[config.mk]
export PLATFORM = sky130hd
export DESIGN_NAME = ps2_host_tx
export DESIGN_NICKNAME = d
export VERILOG_FILES = /design/src/rtl/ps2_host_tx_pkg.sv /design/src/rtl/ps2_line_sync.sv /design/src/rtl/ps2_host_tx.sv
export SDC_FILE = /design/constraint.sdc
export NUM_CORES = 1
export LEC_CHECK = 0
export ABC_AREA = 1
export BUFFER_PORTS_ARGS = -buffer_cell sky130_fd_sc_hd__buf_2
export CORE_ASPECT_RATIO = 1.5
export CORE_MARGIN = 1
export CORE_UTILIZATION = 56
export CTS_CLUSTER_DIAMETER = 60
export DETAILED_ROUTE_END_ITERATION = 6
export PLACE_DENSITY = 0.87
export SLEW_MARGIN = 20
export SYNTH_ARGS = -nofsm -noshare
export SYNTH_HDL_FRONTEND = slang
export SYNTH_HIERARCHICAL = 1
export SYNTH_SLANG_ARGS = --single-unit
export TNS_END_PERCENT = 100
[constraint.sdc]
create_clock -name clk_i -period 1.8 [get_ports clk_i]
set_clock_uncertainty 0.05 [all_clocks]
set_input_delay 0.09 -clock clk_i [delete_from_list [all_inputs] [get_ports clk_i]]
set_output_delay 0.09 -clock clk_i [all_outputs]
set_load 0.02 [all_outputs]
[src/rtl/ps2_host_tx_pkg.sv]
// Shared PS/2 host-side definitions: FSM states, command/response codes,
// default timing and the frame parity helper.
package ps2_host_tx_pkg;

  typedef enum logic [2:0] {
    S_IDLE,
    S_INHIBIT,
    S_RTS,
    S_SHIFT,
    S_ACK,
    S_WAIT_IDLE
  } state_t;

  localparam logic [7:0] CMD_SET_LEDS = 8'hED;
  localparam logic [7:0] CMD_ENABLE   = 8'hF4;
  localparam logic [7:0] CMD_RESET    = 8'hFF;
  localparam logic [7:0] RSP_ACK      = 8'hFA;

  localparam int DEF_INHIBIT_CYCLES = 5000;
  localparam int DEF_TIMEOUT_CYCLES = 1_000_000;

  // PS/2 frames carry odd parity over the eight data bits
  function automatic logic odd_par(input logic [7:0] d);
    return ~^d;
  endfunction

endpackage

[src/rtl/ps2_line_sync.sv]
// Two-flop synchronizers for the PS/2 clock and data pads plus a clock
// falling-edge strobe. Also used by the PS/2 receiver.
module ps2_line_sync (
  input  logic clk_i,
  input  logic rst_i,
  input  logic ps2_clk_i,
  input  logic ps2_data_i,
  output logic clk_s_o,
  output logic data_s_o,
  output logic clk_fall_o
);

  logic [1:0] r_clk_sync;
  logic [1:0] r_data_sync;
  logic       r_clk_prev;

  // Idle bus level is high, so the chains reset to 1 to avoid a false edge
  always_ff @(posedge clk_i or posedge rst_i) begin
    if (rst_i) begin
      r_clk_sync  <= 2'b11;
      r_data_sync <= 2'b11;
      r_clk_prev  <= 1'b1;
    end else begin
      r_clk_sync  <= {r_clk_sync[0], ps2_clk_i};
      r_data_sync <= {r_data_sync[0], ps2_data_i};
      r_clk_prev  <= r_clk_sync[1];
    end
  end

  assign clk_s_o    = r_clk_sync[1];
  assign data_s_o   = r_data_sync[1];
  assign clk_fall_o = r_clk_prev & ~r_clk_sync[1];

endmodule

[src/rtl/ps2_host_tx.sv]
// PS/2 host-to-device byte transmitter: inhibit, request-to-send, shift the
// frame on device clocks and check the device ACK, with an overall timeout.
module ps2_host_tx
  import ps2_host_tx_pkg::*;
#(
  parameter int INHIBIT_CYCLES = DEF_INHIBIT_CYCLES,
  parameter int TIMEOUT_CYCLES = DEF_TIMEOUT_CYCLES
) (
  input  logic       clk_i,
  input  logic       rst_i,
  input  logic       ps2_clk_i,
  input  logic       ps2_data_i,
  output logic       ps2_clk_oe_o,
  output logic       ps2_data_oe_o,
  input  logic [7:0] data_i,
  input  logic       send_i,
  output logic       busy_o,
  output logic       done_o,
  output logic       err_o
);

  localparam int IW = $clog2(INHIBIT_CYCLES + 1);
  localparam int TW = $clog2(TIMEOUT_CYCLES + 1);
  localparam logic [IW-1:0] INH_LAST = IW'(INHIBIT_CYCLES - 1);
  localparam logic [TW-1:0] TMO_LAST = TW'(TIMEOUT_CYCLES - 1);

  logic w_clk_s, w_data_s, w_clk_fall;

  ps2_line_sync u_sync (
    .clk_i      (clk_i),
    .rst_i      (rst_i),
    .ps2_clk_i  (ps2_clk_i),
    .ps2_data_i (ps2_data_i),
    .clk_s_o    (w_clk_s),
    .data_s_o   (w_data_s),
    .clk_fall_o (w_clk_fall)
  );

  state_t        r_state;
  logic [7:0]    r_data;
  logic          r_par;
  logic [IW-1:0] r_inh;
  logic [TW-1:0] r_tmo;
  logic [3:0]    r_bitcnt;
  logic          r_clk_oe, r_data_oe, r_busy, r_done, r_err;
  logic          w_tmo_active;

  assign w_tmo_active = (r_state == S_SHIFT) || (r_state == S_ACK) ||
                        (r_state == S_WAIT_IDLE);

  always_ff @(posedge clk_i or posedge rst_i) begin
    if (rst_i) begin
      r_state   <= S_IDLE;
      r_data    <= '0;
      r_par     <= 1'b0;
      r_inh     <= '0;
      r_tmo     <= '0;
      r_bitcnt  <= '0;
      r_clk_oe  <= 1'b0;
      r_data_oe <= 1'b0;
      r_busy    <= 1'b0;
      r_done    <= 1'b0;
      r_err     <= 1'b0;
    end else begin
      r_done <= 1'b0;
      r_err  <= 1'b0;
      // Timeout wins over any edge seen in the same cycle
      if (w_tmo_active && r_tmo == TMO_LAST) begin
        r_clk_oe  <= 1'b0;
        r_data_oe <= 1'b0;
        r_err     <= 1'b1;
        r_busy    <= 1'b0;
        r_state   <= S_IDLE;
      end else begin
        if (w_tmo_active) r_tmo <= r_tmo + 1'b1;
        case (r_state)
          S_IDLE: begin
            // A pulse still showing means busy only just fell: skip this cycle
            if (send_i && !r_done && !r_err) begin
              r_data    <= data_i;
              r_par     <= odd_par(data_i);
              r_inh     <= '0;
              r_busy    <= 1'b1;
              r_clk_oe  <= 1'b1;
              r_data_oe <= 1'b0;
              r_state   <= S_INHIBIT;
            end
          end
          S_INHIBIT: begin
            if (r_inh == INH_LAST) begin
              r_data_oe <= 1'b1;
              r_state   <= S_RTS;
            end else begin
              r_inh <= r_inh + 1'b1;
            end
          end
          S_RTS: begin
            r_clk_oe <= 1'b0;
            r_tmo    <= '0;
            r_bitcnt <= '0;
            r_state  <= S_SHIFT;
          end
          S_SHIFT: begin
            if (w_clk_fall) begin
              r_bitcnt <= r_bitcnt + 1'b1;
              if (r_bitcnt < 4'd8) begin
                r_data_oe <= ~r_data[r_bitcnt[2:0]];
              end else if (r_bitcnt == 4'd8) begin
                r_data_oe <= ~r_par;
              end else begin
                r_data_oe <= 1'b0;
                r_state   <= S_ACK;
              end
            end
          end
          S_ACK: begin
            if (w_clk_fall) begin
              r_bitcnt <= r_bitcnt + 1'b1;
              if (!w_data_s) begin
                r_state <= S_WAIT_IDLE;
              end else begin
                r_err   <= 1'b1;
                r_busy  <= 1'b0;
                r_state <= S_IDLE;
              end
            end
          end
          S_WAIT_IDLE: begin
            if (w_clk_s && w_data_s) begin
              r_done  <= 1'b1;
              r_busy  <= 1'b0;
              r_state <= S_IDLE;
            end
          end
          default: r_state <= S_IDLE;
        endcase
      end
    end
  end

  assign ps2_clk_oe_o  = r_clk_oe;
  assign ps2_data_oe_o = r_data_oe;
  assign busy_o        = r_busy;
  assign done_o        = r_done;
  assign err_o         = r_err;

endmodule

==> results.py <==
metrics = {
    "setup_path": {
        "critPathArrivalTime_ps": 1890,
        "worst-setup-path-type": "reg -> reg",
        "path_buf_inv": 2,
        "reg2reg_slack_ps": 80,
        "path_delay_family": "simple AND/OR/NAND/NOR gates",
        "reg2reg_from": "r_tmo[1]",
        "cp_data_required_time_ps": 1970,
        "endpoint_kind": "flip-flop",
        "crit_path_top_delay_cell": "dfrtp_1",
        "critPathLaunchType": "flip-flop",
        "cp_slowest_stage_delay_ps": 380,
        "rr_endpoint": "r_bitcnt[2]",
        "cp-endpoint": "r_bitcnt[2]",
        "crit_start": "r_tmo[1]",
        "r2r_cells": 9,
        "cp_cell_sequence": "ha_2 -> nand3_4 -> nor2_4 -> buf_4 -> nand4_4 -> nand2_2 -> inv_2 -> nand3_1 -> o21ai_1",
        "cp_max_fo": 6,
        "crit_cells": 9,
    },
    "global_route": {
        "antenna_found_initial": 0,
        "overflow": 0,
        "grt_pass1_wl_um": 15500,
        "grt_max_degree": 36,
        "grt_usage_pct": 31.2,
        "grt_pass1_vias": 3614,
    },
    "route": {
        "drc": 0,
        "wire_per_inst_um": 15.6,
        "drt_iter0_markers": 182,
        "dr.pass1.iters": 5,
        "ant_nets": 0,
        "wirelength_um": 9540,
        "vias_per_cell": 5.74,
        "route.vias.total": 3502,
    },
    "status": {
        "status": "finished, final reports clean",
    },
    "sta": {
        "setup_tns_ps": 0,
        "fin_ws_ps": 78.8,
        "min_period_over_period_pct": 95.6,
        "relSlewSlack_pct": 70.0,
        "final-setup-viol-count": 0,
        "fmax_mhz": 581,
        "worst_slew_pin_slew_ps": 449,
        "maxSlewViolCount": 0,
        "period_minus_slack_ps": 1720,
        "hold_viol_final": 0,
    },
    "logic_synthesis": {
        "synth_cell_type_count": 38,
        "syn-instance-count": 468,
        "yosys.area_share.simple_pct": 36.0,
        "synth_area_per_cell_um2": 7.68,
        "ys_warn_count": 6,
        "synthAdderAreaFrac_pct": 1.39,
        "synth.area.mux_share_pct": 0,
        "seq_area_frac_synth_pct": 41.3,
        "synth_seq_cells": 59,
        "synth_xor_area_share_pct": 4.87,
        "syn_nets": 485,
        "synth_compound_area_share_pct": 8.60,
        "syn_area_um2": 3590,
        "synth_top_family_by_area": "simple AND/OR/NAND/NOR gates",
    },
    "die": {
        "rows": 35,
        "dieArea_um2": 6750,
        "chipWidth_um": 67.4,
        "die_h_um": 100,
        "initial_core_util_pct": 58.2,
        "coreArea_um2": 6170,
        "top_level_ports": 18,
    },
    "worst_hold_path": {
        "min_path_type": "in -> async",
    },
    "cts": {
        "clk_path_buf_depth": 2,
        "htreeDepth": 3,
        "path_clk_slew_ps": 70,
        "cts.sinks": 59,
        "cts_tree": "done",
        "clockRootBuffer": "clkbuf_8",
        "clock_latency_ps": 340,
        "cts_buffers": 9,
    },
    "cells_and_area": {
        "drive_above_1_share_pct": 22.9,
        "fillers": 419,
        "area_delta_synth_final_pct": 22.6,
        "diodes": 0,
        "layout_commonest_cell": "nand2_1",
        "final_util_pct": 71.3,
        "final_nets": 548,
        "multi_input_area_um2": 1880,
        "seq_area_um2": 1490,
        "final_cell_mix": "nand2_1 (115), nand3_1 (52), inv_1 (52), dfrtp_1 (51), nor2_1 (41)",
    },
    "placed_design": {
        "io_buffers": 17,
        "hpwl_um": 6570,
        "dp_worst_setup_slack_ps": -2.09,
        "gp_congestion": 0.969,
    },
    "pwr": {
        "total_power_w": 0.00542,
        "p_leak_nw": 2.05,
        "p_per_area_nw_per_um2": 1230,
        "vdd_drop_max_uv": 925,
    },
    "job": {
        "maxCapViolCount": 0,
    },
}
[worst min-delay path by stage]
stage	to	slack (ps)
after detailed placement	r_state[1]	80
after global placement	err_o	70
after floorplan	u_sync/r_clk_prev	20
after CTS	r_tmo[9]	260
after global routing	r_state[0]	310
final	r_tmo[9]	260
[Yosys cell counts]
cell | instances | area share, %
o21ai_2 | 10 | 2.4
nand4_1 | 12 | 2.1
inv_4 | 1 | 0.17
nor3b_1 | 3 | 0.63
nor2_2 | 3 | 0.52
o32ai_1 | 1 | 0.24
dfrtp_1 | 54 | 38
nor3_4 | 2 | 0.91
xnor2_1 | 6 | 1.5
nor2_1 | 43 | 4.5
o21ai_0 | 16 | 2.2
or2_2 | 1 | 0.17
nand3_4 | 1 | 0.49
nand3_2 | 3 | 0.84
o31ai_1 | 4 | 0.84
ha_1 | 4 | 1.4
inv_1 | 55 | 5.7
clkbuf_1 | 1 | 0.10
o21a_1 | 2 | 0.42
dfstp_2 | 5 | 3.7
nor2_4 | 4 | 1.3
nand2_1 | 117 | 12
a21oi_1 | 7 | 0.97
buf_6 | 3 | 0.94
inv_2 | 5 | 0.52
nand4_2 | 1 | 0.35
buf_2 | 3 | 0.42
nor2b_1 | 1 | 0.17
a31oi_1 | 2 | 0.35
nand4_4 | 1 | 0.59
nor3_1 | 15 | 2.1
nand2_4 | 3 | 0.94
o21ai_1 | 4 | 0.56
o211ai_1 | 1 | 0.21
o22ai_1 | 2 | 0.35
xor2_1 | 14 | 3.4
nand3_1 | 54 | 7.5
nand2_2 | 4 | 0.70
[cell families after synthesis]
kind of cell | Yosys count
adders and majority gates | 4
buffers and inverters | 68
DFF | 59
and+or+nand+nor | 268
AOI/OAI and AO/OA | 49
xor gates and xnor gates | 20
[where the power goes]
group / internal, W / total [W] / switching (W)
Clock: 0.000953 / 0.00149 / 0.000536
Combinational: 0.000775 / 0.00209 / 0.00132
Sequential: 0.00158 / 0.00184 / 0.000262
Total: 0.00331 / 0.00542 / 0.00211
[stage by stage]
step	hold slack, ps	instance area (µm²)	cells
2_1_floorplan	17.1	3590	468
3_3_place_gp	74.4	3940	577
3_5_place_dp	82.5	3940	577
4_1_cts	259	4300	604
5_1_grt	311	4410	610
6_report	260	4410	610
[what timing repair did]
item                                   in CTS  in global routing
setup buffers                               0                  6
resized for setup                           0                 19
setup endpoints to repair                   0                 26
endpoints found under the hold margin      34                  0
hold buffers                               11                  0
[area by class of cell]
cell class	count	area share [%]
multi-input cells	341	42.6
flip-flops and latches	59	33.7
repair buffers	59	10.7
inverters	61	5.40
clock buffers	11	3.21
clock inverters	5	2.27
well taps	74	2.10
[metal layers]
metal / GRT usage, % / up-vias / wire length (µm)
li1: - / 1651 / -
met3: 7.73 / 48 / 459
met2: 53.9 / 144 / 5100
met1: 32.2 / 1659 / 3480
met5: 0 / - / 0
met4: 20.8 / 0 / 499
[tightest hold or removal path, stage by stage]
cell and delay [ps]:
dlygate4sd3_1 530, buf_2 130, inv_2 340
[state kept, by name, summed over array words and instances, names as in the netlist]
signal	cells
ps2_data_oe_o	1
r_bitcnt	4
r_inh	13
ps2_clk_oe_o	1
done_o	1
r_par	1
r_state	3
r_tmo	20
r_data	8
busy_o	1
u_sync/r_clk_prev	1
err_o	1
u_sync/r_data_sync	2
u_sync/r_clk_sync	2
Note: power is estimated with default switching activity, not from simulation.
